`src/rtl/if_fetch_pkg.sv`:
```
// Shared fetch-stage types: FSM state encoding, buffer depth default, fetch entry.
// No logic; imported by the fetch top and its instruction buffer.
package if_fetch_pkg;

    localparam int BUF_DEPTH_DEF = 2;

    typedef enum logic [1:0] {
        IDLE = 2'd0,
        WAIT = 2'd1,
        DROP = 2'd2
    } fetch_state_t;

    typedef struct packed {
        logic [31:0] pc;
        logic [31:0] inst;
    } fetch_entry_t;

endpackage

```
`src/rtl/fetch_fifo.sv`:
```
// Small instruction buffer holding fetched {pc,inst} entries for decode.
// Latency: a push is visible at the head one cycle later; head data is a direct read.
// Backpressure: push ignored when full, pop ignored when empty; flush empties in one cycle.
module fetch_fifo
    import if_fetch_pkg::*;
#(
    parameter int DEPTH = BUF_DEPTH_DEF,
    localparam int PW = (DEPTH > 1) ? $clog2(DEPTH) : 1,
    localparam int CW = $clog2(DEPTH + 1)
) (
    input  logic              clk,
    input  logic              rst,
    input  logic              flush,
    input  logic              push,
    input  fetch_entry_t      push_dat,
    input  logic              pop,
    output logic              full,
    output logic              empty,
    output logic [CW-1:0]     count,
    output fetch_entry_t      head_dat
);

    fetch_entry_t  mem [DEPTH];
    logic [PW-1:0] wr_ptr;
    logic [PW-1:0] rd_ptr;
    logic          do_push;
    logic          do_pop;

    function automatic logic [PW-1:0] ptr_next(input logic [PW-1:0] p);
        return (p == PW'(DEPTH - 1)) ? '0 : p + 1'b1;
    endfunction

    assign do_push  = push && !full;
    assign do_pop   = pop && !empty;
    assign full     = (count == CW'(DEPTH));
    assign empty    = (count == '0);
    assign head_dat = mem[rd_ptr];

    always_ff @(posedge clk) begin
        if (rst) begin
            wr_ptr <= '0;
            rd_ptr <= '0;
            count  <= '0;
            for (int i = 0; i < DEPTH; i++) begin
                mem[i] <= '0;
            end
        end else if (flush) begin
            // Stale storage is left in place; only the pointers define occupancy.
            wr_ptr <= '0;
            rd_ptr <= '0;
            count  <= '0;
        end else begin
            if (do_push) begin
                mem[wr_ptr] <= push_dat;
                wr_ptr      <= ptr_next(wr_ptr);
            end
            if (do_pop) begin
                rd_ptr <= ptr_next(rd_ptr);
            end
            if (do_push && !do_pop) begin
                count <= count + 1'b1;
            end else if (!do_push && do_pop) begin
                count <= count - 1'b1;
            end
        end
    end

endmodule

```
`src/rtl/if_fetch.sv`:
```
// Instruction fetch: one outstanding imem read at a time, results buffered toward decode.
// Latency: request issues the cycle after IDLE; ack pushes and pulses pc_adv in the same cycle.
// Backpressure: no new request while the buffer is full; redirect flushes and drops in-flight data.
module if_fetch
    import if_fetch_pkg::*;
#(
    parameter int BUF_DEPTH = BUF_DEPTH_DEF
) (
    input  logic        clk,
    input  logic        rst,
    input  logic [31:0] pc_in,
    output logic        pc_adv,
    input  logic        redirect,
    output logic        imem_req,
    output logic [31:0] imem_addr,
    input  logic        imem_ack,
    input  logic [31:0] imem_rdata,
    output logic        id_valid,
    input  logic        id_ready,
    output logic [31:0] id_inst,
    output logic [31:0] id_pc
);

    localparam int CW = $clog2(BUF_DEPTH + 1);

    fetch_state_t   state;
    logic           fifo_push;
    logic           fifo_pop;
    logic           fifo_flush;
    logic           fifo_full;
    logic           fifo_empty;
    logic [CW-1:0]  fifo_count;
    fetch_entry_t   push_dat;
    fetch_entry_t   head_dat;

    always_comb begin
        fifo_flush = !rst && redirect;
        fifo_push  = !rst && !redirect && (state == WAIT) && imem_ack && !fifo_full;
        fifo_pop   = !rst && !redirect && id_valid && id_ready;
        pc_adv     = fifo_push;
        push_dat   = '{pc: imem_addr, inst: imem_rdata};
    end

    assign id_valid = !fifo_empty;
    assign id_inst  = head_dat.inst;
    assign id_pc    = head_dat.pc;

    // imem_req tracks WAIT/DROP exactly, so an ack seen in IDLE never reaches the buffer.
    always_ff @(posedge clk) begin
        if (rst) begin
            state     <= IDLE;
            imem_req  <= 1'b0;
            imem_addr <= '0;
        end else begin
            case (state)
                IDLE: begin
                    if (!redirect && (fifo_count < CW'(BUF_DEPTH))) begin
                        state     <= WAIT;
                        imem_req  <= 1'b1;
                        imem_addr <= pc_in & 32'hFFFF_FFFC;
                    end
                end
                WAIT: begin
                    if (imem_ack) begin
                        state    <= IDLE;
                        imem_req <= 1'b0;
                    end else if (redirect) begin
                        state <= DROP;
                    end
                end
                DROP: begin
                    if (imem_ack) begin
                        state    <= IDLE;
                        imem_req <= 1'b0;
                    end
                end
                default: begin
                    state    <= IDLE;
                    imem_req <= 1'b0;
                end
            endcase
        end
    end

    fetch_fifo #(
        .DEPTH (BUF_DEPTH)
    ) u_fetch_fifo (
        .clk      (clk),
        .rst      (rst),
        .flush    (fifo_flush),
        .push     (fifo_push),
        .push_dat (push_dat),
        .pop      (fifo_pop),
        .full     (fifo_full),
        .empty    (fifo_empty),
        .count    (fifo_count),
        .head_dat (head_dat)
    );

endmodule

```
`config.mk`:
```
export PLATFORM = sky130hd
export DESIGN_NAME = if_fetch
export DESIGN_NICKNAME = d
export VERILOG_FILES = /design/src/rtl/if_fetch_pkg.sv /design/src/rtl/fetch_fifo.sv /design/src/rtl/if_fetch.sv
export SDC_FILE = /design/constraint.sdc
export NUM_CORES = 1
export LEC_CHECK = 0
export BUFFER_PORTS_ARGS = -buffer_cell sky130_fd_sc_hd__clkbuf_2
export CAP_MARGIN = 10
export CELL_PAD_IN_SITES_DETAIL_PLACEMENT = 0
export CELL_PAD_IN_SITES_GLOBAL_PLACEMENT = 1
export CORE_MARGIN = 2
export CORE_UTILIZATION = 43
export CTS_BUF_LIST = sky130_fd_sc_hd__clkbuf_16
export DETAILED_ROUTE_END_ITERATION = 8
export GPL_TIMING_DRIVEN = 0
export HOLD_SLACK_MARGIN = 0.02
export PLACE_DENSITY = 0.85
export SYNTH_ARGS = -nofsm -noshare
export SYNTH_HDL_FRONTEND = slang
export SYNTH_SLANG_ARGS = --single-unit
```
`constraint.sdc`:
```
create_clock -name clk -period 3.45 [get_ports clk]
set_input_delay 0.8625 -clock clk [delete_from_list [all_inputs] [get_ports clk]]
set_output_delay 0.8625 -clock clk [all_outputs]
set_load 0.01 [all_outputs]
```
==> summary.md <==
| Metric | Value |
|---|---|
| H-tree levels | `4` |
| Post-synthesis cell area | `0.00692 sq mm` |
| Synth Area per Inst | `~13 sq um` |
| Crit path time final | `2.87 ns` |
| Top achievable clock speed | `roughly 350 MHz` |
| Routed vias/inst | `4.75` |
| Die Y | `around 130 um` |
| Grt total ovfl | `0` |
| Reg2reg setup slack | `about 0.76 ns` |
| Dpl hpwl | `around 10000 um` |
| WP data arrival | `2.01 ns` |
| Synth Register Bits | `approximately 160` |
| Post-layout net count | `774` |
| # hold bufs at CTS | `0` |
| Area grow syn2layout | `24.5%` |
| Startpoint Class | `register` |
| CP cell instances | `clkbuf_1, buf_2, mux2_2, clkbuf_2` |
| Placed Cells | `898` |
| Share of synthesized flip-flops with an asynchronous set or reset | `0%` |
| Port Buffer Count | `160` |
| RSZ-0062 raised after global routing | `no` |
| Drt wl/cell | `around 16 um` |
| Core Box Area | `approximately 0.016 sq mm` |
| Req. time, crit path | `between 2 and 3 ns` |
| Power, Total | `around 4.5 mW` |
| Critical Path Fanout Max | `10` |
| Number of buffers created by CTS | `17` |
| Setup Skew | `just under 0.01 ns` |
| Layout Cells excl Fill | `930` |
| Crit Path Category | `reg -> out` |
| Setup Viol. Count Final | `0` |
| Total Die Area | `~0.017 sq mm` |
| Violation count after the first detailed-routing iteration | `about 250` |
| Placed cell area | `0.00801 sq mm` |
| Synth unique cells | `37` |
| Total number of yosys warnings | `0` |
| Via Count | `4413` |
| Post_cts resized | `0` |
| Post-CTS setup buffers | `0` |
| Seq/Total Area, Yosys | `64.8%` |
| Ys flop type | `edfxtp_1` |
| Hold WC Path Type | `reg -> reg` |
| All-Layer GR Usage | `between 10% and 20%` |
| Maxcap violations | `0` |
| CP peak stage delay | `about 0.4 ns` |
| Tcrit/Tclk final | `83.3%` |
| Inserted Diodes | `0` |
| Initial antenna violation count | `0` |
| Top cells by area, synth | `edfxtp_1 54%, dfxtp_1 11%, mux2_2 10%, and2_1 7.1%, and2_2 4.9%` |
| Synth cell count leaders | `124 x edfxtp_1, 79 x and2_1, 62 x mux2_2` |
| Worst-Margin Slew | `roughly 0.94 ns` |
| DRC | `0` |
| CP Capture Type | `primary output` |
| First-pass GRT wire length | `22100 um` |
| Clk_lat worst skew | `around 0.42 ns` |
| Yosys top cell by area | `edfxtp_1` |
| Design area | `around 0.0086 sq mm` |
| Final Max Tran Viols | `0` |
| TritonCTS clock tree | `done` |
| Largest net degree at the start of global routing | `63` |
| Final Core Density | `a little over half` |
| Synth top area share | `a little over half` |
| Total wire length | `~15000 um` |
| Fin. Hold Viols | `0` |
| Slew margin rel. | `roughly 37%` |
| Core Rows | `between 40 and 50` |
| CP max-delay cell | `clkbuf_1` |
| Die Span X | `131 um` |
| Post-synth EDFFs | `124` |
| Antenna viol nets, final | `0` |
| Synth Instances | `519` |
| CTS Sinks | `roughly 160` |
| Initial core utilization | `about 44%` |
| Share of cells above drive strength 1 | `46.4%` |
| Detailed Routing Iterations Pass 1 | `4` |
| Number of global-route vias before repair | `4427` |
| Clk pin slew, worst setup/hold paths | `~0.060 ns` |
| Peak VDD IR | `0.351 mV` |
| PD cells | `between 500 and 600 mW/mm^2` |
| Boundary Pins | `168` |
| Hold WS | `approximately 0.48 ns` |
| Status | `finished, final reports clean` |
| Final Wtd Congestion | `around 0.8` |
| LEAKAGE | `approximately 3.6 nW` |
| Most common cell in the synthesized netlist | `edfxtp_1` |
| Clock buffer depth | `2` |
| Clk root buf | `clkbuf_16` |
## logic make-up after synthesis
family | count (synthesis) | synth area share [%]
AO/OA/AOI/OAI | 41 | 3.22
XOR/XNOR | 3 | 0.380
adder cells (fa/ha/maj) | 4 | 0.723
buffers and inverters | 37 | 2.69
flip-flops | 162 | 64.8
multiplexers | 63 | 10.2
other | 1 | 0.0542
AND/OR/NAND/NOR | 208 | 17.9
## metrics by stage
step | setup TNS [ns] | setup slack [ns]
floorplan | 0 | 0.684
global placement | -4.85 | -0.0625
detailed placement | 0 | 0.354
CTS | 0 | 0.487
global route | 0 | 0.410
finish | 0 | 0.576
## placed cells by master (no fill, tap or decap), types with 3 or more instances in the layout
master     count
edfxtp_1     124
conb_1         4
ha_1           4
clkbuf_16     17
nor2_1         5
mux2_2        62
a21oi_1       32
clkbuf_1       9
xor2_1         3
clkinv_4       4
nor3_1         3
dfxtp_1       38
buf_4          4
clkbuf_2     172
and2_1        79
buf_2          8
o21ai_0        3
bufinv_16      3
and2_2        45
inv_1          4
nand2_1       61
## power by group
part           internal (mW)  leakage (nW)  switching (mW)
clock                   1.15         0.296           0.775
sequential              2.18          1.59          0.0375
combinational          0.132          1.75           0.183
total                   3.46          3.64           0.996
## path summary, 6_finish.rpt
kind	endpoint	startpoint	cells after the start
worst min-delay path	imem_addr[27]	imem_addr[27]	2
worst max-delay path	id_pc[14]	register	4
worst max register to register	u_fetch_fifo.mem[0][14]	state[1]	5
worst min register to register	imem_addr[27]	imem_addr[27]	2
## per-layer routing
metal	vias up	wire [um]	track usage (%)
li1	2161	-	-
met1	2114	6240	19.8
met2	124	7450	31.3
met3	14	876	5.29
met4	0	162	5.88
met5	-	0	0
## worst max-delay path, delay by kind of cell (launching register included)
family / cells / cell delay [ns]
buf+inv: 3 / 0.91
mux: 1 / 0.39
flops: 1 / 0.30
## flip-flops by register name (all words and copies together) (netlist names), named ones only
name                 count
imem_addr               30
imem_req                 1
state                    2
u_fetch_fifo.count       2
u_fetch_fifo.mem       124
u_fetch_fifo.rd_ptr      1
u_fetch_fifo.wr_ptr      1
## layout make-up
class / instances / area (sq um)
fillers: 1343 / 7210
clock buffers: 17 / 425
clock inverters: 15 / 184
plain buffers: 34 / 175
multi-input cells: 323 / 2270
well taps: 216 / 270
flip-flops and latches: 162 / 4480
repair buffers: 160 / 801
inverters: 3 / 11.3
Power figures use the tool's default switching activity.
